==> config.mk <==
export PLATFORM = sky130hd
export DESIGN_NAME = transpose_writer_flat
export DESIGN_NICKNAME = d
export VERILOG_FILES = /design/src/rtl/transpose_writer_if.sv /design/src/rtl/transpose_writer.sv /design/src/flat_wrapper.sv
export SDC_FILE = /design/constraint.sdc
export NUM_CORES = 1
export LEC_CHECK = 0
export BUFFER_PORTS_ARGS = -buffer_cell sky130_fd_sc_hd__buf_4
export CAP_MARGIN = 20
export CORE_MARGIN = 5
export CORE_UTILIZATION = 40
export CTS_CLUSTER_SIZE = 16
export DETAILED_ROUTE_END_ITERATION = 8
export PLACE_DENSITY_LB_ADDON = 0.3
export SYNTH_ARGS = -nofsm -noshare
export SYNTH_HDL_FRONTEND = slang
export SYNTH_SLANG_ARGS = --single-unit
==> constraint.sdc <==
create_clock -name clk -period 3.7 [get_ports clk]
set_input_delay 1.11 -clock clk [delete_from_list [all_inputs] [get_ports clk]]
set_output_delay 1.11 -clock clk [all_outputs]
set_load 0.01 [all_outputs]
==> src/rtl/transpose_writer_if.sv <==
// Bundle of the column stream and the memory row-write port seen by
// transpose_writer. The slave modport is the writer's own view; the master
// modport is the surrounding logic (column producer plus memory).
interface transpose_writer_if #(
  parameter int SIZE        = 4,
  parameter int PIXEL_WIDTH = 1
);

  logic [SIZE*PIXEL_WIDTH-1:0] col_pixels;
  logic                        col_valid;
  logic                        col_ready;
  logic [SIZE-1:0]             lane_mask;
  logic [SIZE*PIXEL_WIDTH-1:0] mem_data;
  logic [SIZE-1:0]             mem_valid;
  logic                        mem_req;
  logic                        mem_ack;

  modport slave (
    input  col_pixels, col_valid, lane_mask, mem_ack,
    output col_ready, mem_data, mem_valid, mem_req
  );

  modport master (
    output col_pixels, col_valid, lane_mask, mem_ack,
    input  col_ready, mem_data, mem_valid, mem_req
  );

endinterface

==> src/rtl/transpose_writer.sv <==
// transpose_writer: collects SIZE columns into one of two ping-pong banks,
// then replays the bank one row per memory beat, scattering the row pixels
// onto the lanes picked by lane_mask (k-th set lane gets row pixel k).
// Optional macro TRANSPOSE_WRITER_FLUSH_EN adds a flush input that closes a
// partially filled bank; columns beyond the stored count read back as 0.
module transpose_writer #(
  parameter int SIZE        = 4,
  parameter int PIXEL_WIDTH = 1
) (
  input  logic               clk,
  input  logic               rst_n,
`ifdef TRANSPOSE_WRITER_FLUSH_EN
  input  logic               flush,
`endif
  transpose_writer_if.slave  bus
);

  localparam int              PW   = PIXEL_WIDTH;
  localparam int              CW   = (SIZE > 1) ? $clog2(SIZE) : 1;
  localparam logic [CW-1:0]   LAST = CW'(SIZE - 1);

  // tb_mem[bank][row][col]; contents are deliberately left unreset
  logic [PW-1:0]      tb_mem [2][SIZE][SIZE];

  logic               wr_bank;
  logic [CW-1:0]      wr_col;
  logic               rd_bank;
  logic [CW-1:0]      rd_row;
  logic [1:0]         full;

  logic               accept;
  logic               close_bank;
  logic               beat_done;
  logic [SIZE*PW-1:0] row_word;

`ifdef TRANSPOSE_WRITER_FLUSH_EN
  logic [CW:0]        col_cnt [2];
  logic [CW:0]        col_count_next;
`endif

  assign bus.col_ready = ~full[wr_bank];
  assign bus.mem_req   = full[rd_bank];
  assign bus.mem_valid = bus.lane_mask & {SIZE{bus.mem_req}};
  assign accept        = bus.col_valid & bus.col_ready;
  assign beat_done     = bus.mem_req & bus.mem_ack;

`ifdef TRANSPOSE_WRITER_FLUSH_EN
  // a flush on the same edge as an accept counts that column before closing
  assign col_count_next = {1'b0, wr_col} + (CW+1)'(accept);
  assign close_bank     = (accept && (wr_col == LAST)) ||
                          (flush && (col_count_next != '0));
`else
  assign close_bank     = accept && (wr_col == LAST);
`endif

  // column write into the bank being filled
  always_ff @(posedge clk) begin
    if (rst_n && accept) begin
      for (int r = 0; r < SIZE; r++) begin
        tb_mem[wr_bank][r][wr_col] <= bus.col_pixels[r*PW +: PW];
      end
    end
  end

  // bank/row bookkeeping; write close and read free touch different banks
  always_ff @(posedge clk) begin
    if (!rst_n) begin
      wr_bank <= 1'b0;
      wr_col  <= '0;
      rd_bank <= 1'b0;
      rd_row  <= '0;
      full    <= '0;
`ifdef TRANSPOSE_WRITER_FLUSH_EN
      col_cnt[0] <= '0;
      col_cnt[1] <= '0;
`endif
    end else begin
      if (close_bank) begin
        wr_col        <= '0;
        full[wr_bank] <= 1'b1;
        wr_bank       <= ~wr_bank;
`ifdef TRANSPOSE_WRITER_FLUSH_EN
        col_cnt[wr_bank] <= col_count_next;
`endif
      end else if (accept) begin
        wr_col <= wr_col + 1'b1;
      end

      if (beat_done) begin
        if (rd_row == LAST) begin
          rd_row        <= '0;
          full[rd_bank] <= 1'b0;
          rd_bank       <= ~rd_bank;
        end else begin
          rd_row <= rd_row + 1'b1;
        end
      end
    end
  end

  // current row of the read bank, with unwritten (flushed-off) columns as 0
  always_comb begin
    row_word = '0;
    for (int c = 0; c < SIZE; c++) begin
`ifdef TRANSPOSE_WRITER_FLUSH_EN
      if (c < int'(col_cnt[rd_bank]))
`endif
        row_word[c*PW +: PW] = tb_mem[rd_bank][rd_row][c];
    end
  end

  // lane expansion: the k-th set lane of lane_mask carries row pixel k
  always_comb begin
    int k;
    bus.mem_data = '0;
    k = 0;
    for (int l = 0; l < SIZE; l++) begin
      if (bus.lane_mask[l]) begin
        bus.mem_data[l*PW +: PW] = row_word[k*PW +: PW];
        k = k + 1;
      end
    end
    if (!bus.mem_req) begin
      bus.mem_data = '0;
    end
  end

endmodule

==> src/flat_wrapper.sv <==
// flat-port wrapper written by rule: the top's interface ports become plain ports
module transpose_writer_flat 
#(
  parameter int SIZE        = 4,
  parameter int PIXEL_WIDTH = 1
)
  (clk, rst_n, bus_col_pixels, bus_col_valid, bus_lane_mask, bus_mem_ack, bus_col_ready, bus_mem_data, bus_mem_valid, bus_mem_req);
  transpose_writer_if #(.SIZE(SIZE), .PIXEL_WIDTH(PIXEL_WIDTH)) bus_i ();
  input  logic clk;
  input  logic rst_n;
  input wire logic [$bits(bus_i.col_pixels)-1:0] bus_col_pixels;
  input wire logic [$bits(bus_i.col_valid)-1:0] bus_col_valid;
  input wire logic [$bits(bus_i.lane_mask)-1:0] bus_lane_mask;
  input wire logic [$bits(bus_i.mem_ack)-1:0] bus_mem_ack;
  output wire logic [$bits(bus_i.col_ready)-1:0] bus_col_ready;
  output wire logic [$bits(bus_i.mem_data)-1:0] bus_mem_data;
  output wire logic [$bits(bus_i.mem_valid)-1:0] bus_mem_valid;
  output wire logic [$bits(bus_i.mem_req)-1:0] bus_mem_req;
  assign bus_i.col_pixels = bus_col_pixels;
  assign bus_i.col_valid = bus_col_valid;
  assign bus_i.lane_mask = bus_lane_mask;
  assign bus_i.mem_ack = bus_mem_ack;
  assign bus_col_ready = bus_i.col_ready;
  assign bus_mem_data = bus_i.mem_data;
  assign bus_mem_valid = bus_i.mem_valid;
  assign bus_mem_req = bus_i.mem_req;
  transpose_writer #(.SIZE(SIZE), .PIXEL_WIDTH(PIXEL_WIDTH)) u_core (.clk(clk), .rst_n(rst_n), .bus(bus_i));
endmodule
**Yosys cells after proc, flatten, opt, wreduce, memory -nomap -nowiden**

Memory sizes are Yosys's and may differ from the RTL's. A register that Yosys moved wholly into a read port is not among the register bits.
Index checks and enable logic that the tools add are counted.

- Word-level logic and storage cells: 71
- Memories kept: 1
- Memory bits (writable): 32
- Bits of input ports: 12
- Output and inout port bits: 10
- Bits in registers: 8

- Add/sub/neg operators: 4
- Equality and inequality tests: 2
- Muxes and demuxes: 30
- Reduce and logical (&&, ||, !) cells: 7
- $lt $le $gt $ge: 7
- Shifts and indexed selects: 3
- Bitwise operators: 12

Memory list:

| memory | depth | bits a word | read ports | clocked after Yosys merged registers in | write ports | RTL line | source |
|---|---|---|---|---|---|---|---|
| u_core.tb_mem | 2 | 16 | 1 | 1 | 1 | transpose_writer.sv:23 | `logic [PW-1:0] tb_mem [2][SIZE][SIZE];` |

Operators with widths:

| cell | count |
|---|---|
| $mux 32 | 2 |
| $shiftx 4x32->1 | 2 |
| $add 32x2->32 const B | 1 |
| $mux 4 | 4 |
| $mux 1 | 15 |
| $mux 2 | 5 |
| $bmux 4 s2 | 1 |
| $ge 3x3->1 const B | 2 |
| $not 2->3 | 2 |
| $logic_and 1x1->1 | 5 |
| $add 2x1->2 const B | 2 |
| $and 4x4->4 | 1 |
| $eq 2x2->1 const B | 2 |
| $lt 1x2->1 const B | 2 |
| $not 1->1 | 4 |
| $shiftx 4x2->1 | 1 |
| $lt 3x1->1 const B | 1 |
| $add 1x1->2 const B | 1 |
| $and 1x1->1 | 2 |
| $and 2x2->2 | 1 |
| $demux 1 s1 | 2 |
| $demux 1 s2 | 1 |
| $ge 1x1->1 const B | 2 |
| $not 2->2 | 1 |
| other kinds (3) | 3 |

**Depth between registers and ports, before layout**

Gate-level depths: netlist (run 1).

- Depth after elaboration: 10
- Gate-level depth with buffers: 7
- Depth with buffers taken out: 6

**Least setup slack after synthesis (run 1)**

No wires, ideal clock.

- Path kind: input port to output port
- Start: in bus_lane_mask[0]
- End: out bus_mem_data[3]
- Stages on the path: 7
- Arrival: 2.342 ns
- Slack: 0.248 ns
- Path buffers: 1
- Path through: inv_1 > ha_1 > clkbuf_1 > xor2_1 > a21o_1 > o22a_1 > a31oi_1

- Word-level cells in the longest chain between the ends: 8

Ends and longest elaborated chain:

| what | RTL line | source |
|---|---|---|
| start: declaration | flat_wrapper.sv:13 | `input wire logic [$bits(bus_i.lane_mask)-1:0] bus_lane_mask;` |
| $mux 1 * | transpose_writer.sv:118 | `if (bus.lane_mask[l]) begin` |
| $add 1x1->2 | transpose_writer.sv:120 | `k = k + 1;` |
| $mux 32 * | transpose_writer.sv:118 |  |
| $add 32x2->32 | transpose_writer.sv:120 |  |
| $mux 32 * | transpose_writer.sv:118 |  |
| $shiftx 4x32->1 * | transpose_writer.sv:119 | `bus.mem_data[l*PW +: PW] = row_word[k*PW +: PW];` |
| $mux 1 * | transpose_writer.sv:118 |  |
| $mux 4 * | transpose_writer.sv:123 | `if (!bus.mem_req) begin` |
| end: declaration | flat_wrapper.sv:16 | `output wire logic [$bits(bus_i.mem_data)-1:0] bus_mem_data;` |

Every way passes the cells marked *; elsewhere a longest branch is shown, timed or not.

**Worst setup path after layout (run 1)**

Ends and elaborated chain as after synthesis.

==> results of run 1 <==
## where the power goes
part           switching, uW  total, uW  internal (uW)
sequential              3.49        505            502
clock                    153        285            133
combinational           30.8       57.5           26.7
## worst paths after layout
check                                                   start                       endpoint  slack, ps  cells after the start
worst max-delay path                         bus_lane_mask[0]                bus_mem_data[3]        110                      8
worst min-delay path            u_core.wr_col[1]$_SDFFE_PP0N_  u_core.wr_col[1]$_SDFFE_PP0N_        520                      2
worst max register to register    u_core.wr_bank$_SDFFE_PN0N_  u_core.tb_mem[1][9]$_DFFE_PP_       2240                      2
worst min register to register  u_core.wr_col[1]$_SDFFE_PP0N_  u_core.wr_col[1]$_SDFFE_PP0N_        520                      2
## registers in the layout (all words and copies together), names as in the netlist, named ones only
register        cells
u_core.rd_bank      1
u_core.rd_row       2
u_core.wr_bank      1
u_core.full         2
u_core.wr_col       2
u_core.tb_mem      32
## worst reg2reg max path, cell delays in order (launching register included)
cell and delay (ps):
dfxtp_1 440, nor3b_1 370, and2_1 340
## synthesized netlist by cell type, drive strengths merged (3+ instances only)
library cell,count
nand3,5
nor2b,3
a22oi,4
and2,16
dfxtp,9
mux2i,17
ha,7
inv,5
a21boi,4
nor2,4
nand2,10
edfxtp,32
## cells by family after synthesis
logic type | Yosys count | synth area share [%]
xor+xnor | 3 | 1.34
simple gates | 50 | 14.2
buf+inv | 9 | 2.92
flops | 41 | 58.0
fa+ha+maj | 7 | 4.45
compound gates | 19 | 7.57
mux | 20 | 11.5
## cell usage in the layout, fill, tap and decap left out, types with 2 or more instances in the layout
master and n:
or3_1 2, ha_1 6, nor3b_1 2, mux2i_1 17, xnor2_1 2, dfxtp_1 9
mux4_2 2, nor2_1 4, buf_4 23, clkbuf_8 5, nor3_1 2, inv_1 5
a22oi_1 4, clkinvlp_4 2, nand2_1 10, nor2b_1 3, edfxtp_1 32, and2_1 16
nand3_1 5, nand4_1 2, a21boi_0 4
## per-layer routing
layer,wire [um],part of all wire (%)
met2,1870,49
met5,0,0
met3,122,3.2
met1,1720,45
met4,74,2.0
## cell type report
| type | instances | area (um^2) | area share (%) |
|---|---|---|---|
| multi-input cells | 99 | 772 | 33.9 |
| repair buffers | 23 | 173 | 7.59 |
| well taps | 67 | 83.8 | 3.68 |
| clock buffers | 6 | 72.6 | 3.19 |
| flip-flops and latches | 41 | 1140 | 50.1 |
| inverters | 5 | 18.8 | 0.825 |
| clock inverters | 2 | 15.0 | 0.660 |
## what timing repair did
action | in CTS | in global routing
gates resized for setup | 0 | 1
hold buffers | 0 | 0
endpoints found under the setup margin | 0 | 1
## per-stage QoR
stage / instances / total power, uW / hold WS, ps
5_1_grt: 243 / 881 / 542
3_5_place_dp: 235 / 573 / 519
4_1_cts: 243 / 854 / 530
6_report: 243 / 848 / 521
3_3_place_gp: 235 / 569 / 491
2_1_floorplan: 149 / 547 / 474
==> out/metrics.yaml, run 1 <==
run_status:
  outcome: "complete, no violations"
sta:
  setup_violations: 0
  min_period_ps: 3590
  slew_headroom_pct: 60.4
  hold_viol_final: 0
  rsz0062_at_grt: "false"
  worst_pin_slew_ps: 593
  tns_ps: 0
  period_share_pct: 97.0
  slew_violations: 0
  finalWorstSetupSlack_ps: 110
  fmax_mhz: 279
  skew_ps: 2.86
logic_synthesis:
  synth_area_leaders: "edfxtp_1 49%, dfxtp_1 9.2%, mux2i_1 8.6%, and2_1 5.1%, ha_1 4.5%"
  async_reset_ff_share_pct: 0
  synth-seq-area-share_pct: 58.0
  synth_cells: 149
  synth_nets: 168
  ys.warnings.count: 0
  synthFlopType: "edfxtp_1"
  synth_top_area_share_pct: 48.8
  synth_edf_count: 32
  avgSynthCellArea_um2: 13.2
  yosysTopAreaCell: "edfxtp_1"
  syn_area_um2: 1970
  ys_seq_elements: 41
  synthDistinctLibCells: 38
clock_network:
  cts_inserted_buffers: 5
  cts_tree: "yes"
  cts_max_path_buffers: 2
  cts_htree_levels: 2
  cts_sinks: 41
  postCtsSetupRepairBufs: 0
  cts_root_buf: "clkbuf_8"
  cts.clk_slew.worst_paths_ps: 80
  insertion_delay_ps: 290
setup_path:
  crit_family: "compound AO/OA/AOI/OAI gates"
  critPathSlowestCell: "ha_2"
  worst-setup-path-type: "input port to output port"
  startpoint_type: "input port"
  cp.buffers_inverters: 3
  crit_top_cell: "buf_4"
  crit_chain: "buf_4 -> inv_1 -> ha_2 -> xor2_1 -> a21o_1 -> o22a_1 -> a31oi_1 -> buf_4"
  cp.required_ps: 2590
  crit_fanout: 7
  worstPathArrival_ps: 2480
  worstSetupEndpointType: "output port"
  slowest_delay_ps: 310
global_routing:
  grt_most_used_layer: "met2"
  grtUsageMet3_pct: 3.48
  grt_pass1_vias: 1301
  grt-ovfl-total: 0
  grt_pass1_wl_um: 6080
  grtUsageMet2_pct: 21.4
  antenna_found_initial: 0
  grt_start_max_net_pins: 14
  grtUsageMet1_pct: 15.0
  track_usage_pct: 12.6
routing:
  vias_per_cell: 5.10
  drt_iter0_markers: 66
  drc: 0
  wirelength_um: 3790
  dr.pass1.iters: 4
  vias: 1239
  avgRoutedWirePerCell_um: 15.6
  drtAntennaViolNets: 0
final_layout:
  drive_above_1_share_pct: 21.0
  diodes: 0
  fin_util_pct: 47.9
  num-fill-cells: 452
  syn2layout_area_growth_pct: 15.6
  final_net_count: 194
  fin_area_um2: 2280
placement:
  place_area_um2: 2190
  dp_hpwl_um: 2850
  gp_congestion: 0.767
  io_buffers: 21
  post-place-ws_ps: 89.2
power_and_ir_drop:
  irDropWorstVdd_uv: 174
  power_density_nw_per_um2: 373
  power_leakage_uw: 0.000791
floorplanning:
  core-area_um2: 4750
  rows: 25
  dieArea_um2: 6420
  die_h_um: 80.1
  pin_count: 22
  die_w_um: 80.1
  initial_core_util_pct: 41.4
job:
  maxCapViolations: 0
hold_path:
  hold_path_class: "flop to flop"
Note: power is estimated with default switching activity, not from simulation.
==> run 2: changes to the inputs <==
--- a/config.mk
+++ b/config.mk
@@ -11,7 +11,7 @@
 export CORE_UTILIZATION = 40
 export CTS_CLUSTER_SIZE = 16
 export DETAILED_ROUTE_END_ITERATION = 8
-export PLACE_DENSITY_LB_ADDON = 0.3
+export PLACE_DENSITY = 0.56
 export SYNTH_ARGS = -nofsm -noshare
 export SYNTH_HDL_FRONTEND = slang
 export SYNTH_SLANG_ARGS = --single-unit
==> constraint.sdc (replaced) <==
create_clock -name clk -period 3.4 [get_ports clk]
set_input_delay 1.02 -clock clk [delete_from_list [all_inputs] [get_ports clk]]
set_output_delay 1.02 -clock clk [all_outputs]
set_load 0.01 [all_outputs]
==> run 2 against run 1 <==
  * Largest cell class unchanged
  * Critical path depth down 1
  * Final cell count unchanged
  * Sequential cell count unchanged
  * Global-route usage about the same
  * Core utilization up 0.50 points
  * Clock-buffer cell count up 1
  * Combinational power up 13%
  * Non-clock buffer count unchanged
  * Die area unchanged
  * Clock power up 18%
==> out/metrics.yaml, run 2 (same netlist as run 1, synthesis figures left out) <==
routing:
  wirelength_um: 3600
  vias_per_cell: 4.98
  dr.pass1.iters: 4
  avgRoutedWirePerCell_um: 14.8
  drt_iter0_markers: 63
  wl_met3_um: 161
  vias: 1210
  drt-met1-wl_um: 1500
  top_layer_used: "met4"
  routed-wl-met2_um: 1850
  drtAntennaViolNets: 0
  drc: 0
setup_path:
  startpoint_type: "input port"
  worstSetupEndpointType: "output port"
  rrSetupSlack_ps: 1960
  worstPathArrival_ps: 2330
  r2r.worst_path.cells: 2
  worst-setup-path-type: "input port to output port"
  cp.required_ps: 2380
  timing.rr.start: "u_core.wr_bank$_SDFFE_PN0N_"
  crit_start: "bus_lane_mask[0]"
  r2r_end: "u_core.tb_mem[1][6]$_DFFE_PP_"
  cp-endpoint: "bus_mem_data[3]"
  crit_fanout: 4
global_routing:
  grt-ovfl-total: 0
  antenna_found_initial: 0
  grt_pass1_wl_um: 6010
  grt_start_max_net_pins: 17
  track_usage_pct: 12.6
  grt_pass1_vias: 1267
final_layout:
  fin_util_pct: 48.4
  layout_common_cells: "32 x edfxtp_1, 23 x buf_4, 17 x mux2i_1, 16 x and2_1, 10 x nand2_1"
  syn2layout_area_growth_pct: 16.8
  largest-register: "u_core.tb_mem"
  largest_reg_flops: 32
  layout_commonest_cell: "edfxtp_1"
  diodes: 0
  fin_area_um2: 2300
  drive_above_1_share_pct: 22.2
  final_net_count: 194
run_status:
  outcome: "complete, no violations"
sta:
  slew_violations: 0
  hold_viol_final: 0
  fmax_mhz: 298
  finalWorstSetupSlack_ps: 48.1
  skew_ps: 2.73
  worst_pin_slew_ps: 401
  slew_headroom_pct: 73.2
  period_share_pct: 98.6
  setup_violations: 0
  rsz0062_at_grt: "false"
  min_period_ps: 3350
hold_path:
  hold_path_class: "flop to flop"
power_and_ir_drop:
  finalPower_uw: 950
  power_leakage_uw: 0.000808
  power_density_nw_per_um2: 413
  irDropWorstVdd_uv: 254
clock_network:
  cts_inserted_buffers: 5
  cts_root_buf: "clkbuf_8"
  insertion_delay_ps: 280
  cts_tree: "yes"
  cts_sinks: 41
  cts.clk_slew.worst_paths_ps: 70
  cts_hold_buf: 0
  postCtsSetupRepairBufs: 0
  cts_max_path_buffers: 2
  cts_htree_levels: 2
placement:
  dp_hpwl_um: 2710
  gp_congestion: 0.747
  post-place-ws_ps: -52.4
  place_area_um2: 2190
  io_buffers: 21
floorplanning:
  initial_core_util_pct: 41.4
  die_h_um: 80.1
  die_w_um: 80.1
  rows: 25
  core-area_um2: 4750
  dieArea_um2: 6420
  pin_count: 22
job:
  maxCapViolations: 0
run 2: worst min path at each step:
stage,startpoint,endpoint,slack [ps],depth (start not counted)
after floorplan,u_core.full[1]$_SDFF_PN0_,u_core.full[1]$_SDFF_PN0_,470,2
after global placement,u_core.wr_col[1]$_SDFFE_PP0N_,u_core.wr_col[1]$_SDFFE_PP0N_,490,2
after detailed placement,u_core.wr_col[0]$_SDFFE_PP0N_,u_core.wr_col[0]$_SDFFE_PP0N_,510,2
after CTS,u_core.wr_col[0]$_SDFFE_PP0N_,u_core.wr_col[0]$_SDFFE_PP0N_,520,2
after global routing,u_core.wr_col[0]$_SDFFE_PP0N_,u_core.wr_col[0]$_SDFFE_PP0N_,540,2
final,u_core.wr_col[0]$_SDFFE_PP0N_,u_core.wr_col[0]$_SDFFE_PP0N_,510,2
run 2: power breakdown:
group	switching [uW]	internal (uW)	total, uW
clock	152	183	335
sequential	3.61	546	550
combinational	34.1	30.6	64.7
total	190	760	950
run 2: worst max-delay path: stages:
cell	delay [ps]
buf_4	130
ha_1	210
or2_2	320
a21o_2	190
o22a_1	180
a31oi_1	140
buf_4	150
run 2: stage by stage:
| stage | setup TNS [ps] | cells | hold WS [ps] |
|---|---|---|---|
| floorplan | 0 | 149 | 474 |
| global placement | 0 | 235 | 490 |
| detailed placement | -52.4 | 235 | 510 |
| CTS | 0 | 243 | 518 |
| global route | 0 | 243 | 542 |
| finish | 0 | 243 | 511 |
run 2: what timing repair did:
| action | 4_1_cts | 5_1_grt |
|---|---|---|
| resized for setup | 2 | 1 |
| pin swaps | 0 | 1 |
| setup endpoints to repair | 1 | 1 |
run 2: area by class of cell:
type / count / area, um^2
Tap cell: 67 / 83.8
Clock inverter: 1 / 5.00
Inverter: 5 / 18.8
Clock buffer: 7 / 96.3
Multi-Input combinational cell: 99 / 782
Fill cell: 444 / 2450
Timing Repair Buffer: 23 / 173
Sequential cell: 41 / 1140
run 2: routing by layer:
layer / global-route usage [%] / vias up
met1: 14.9 / 577
met5: 0 / -
met3: 4.04 / 8
met2: 20.9 / 20
met4: 5.41 / 0
li1: - / 605
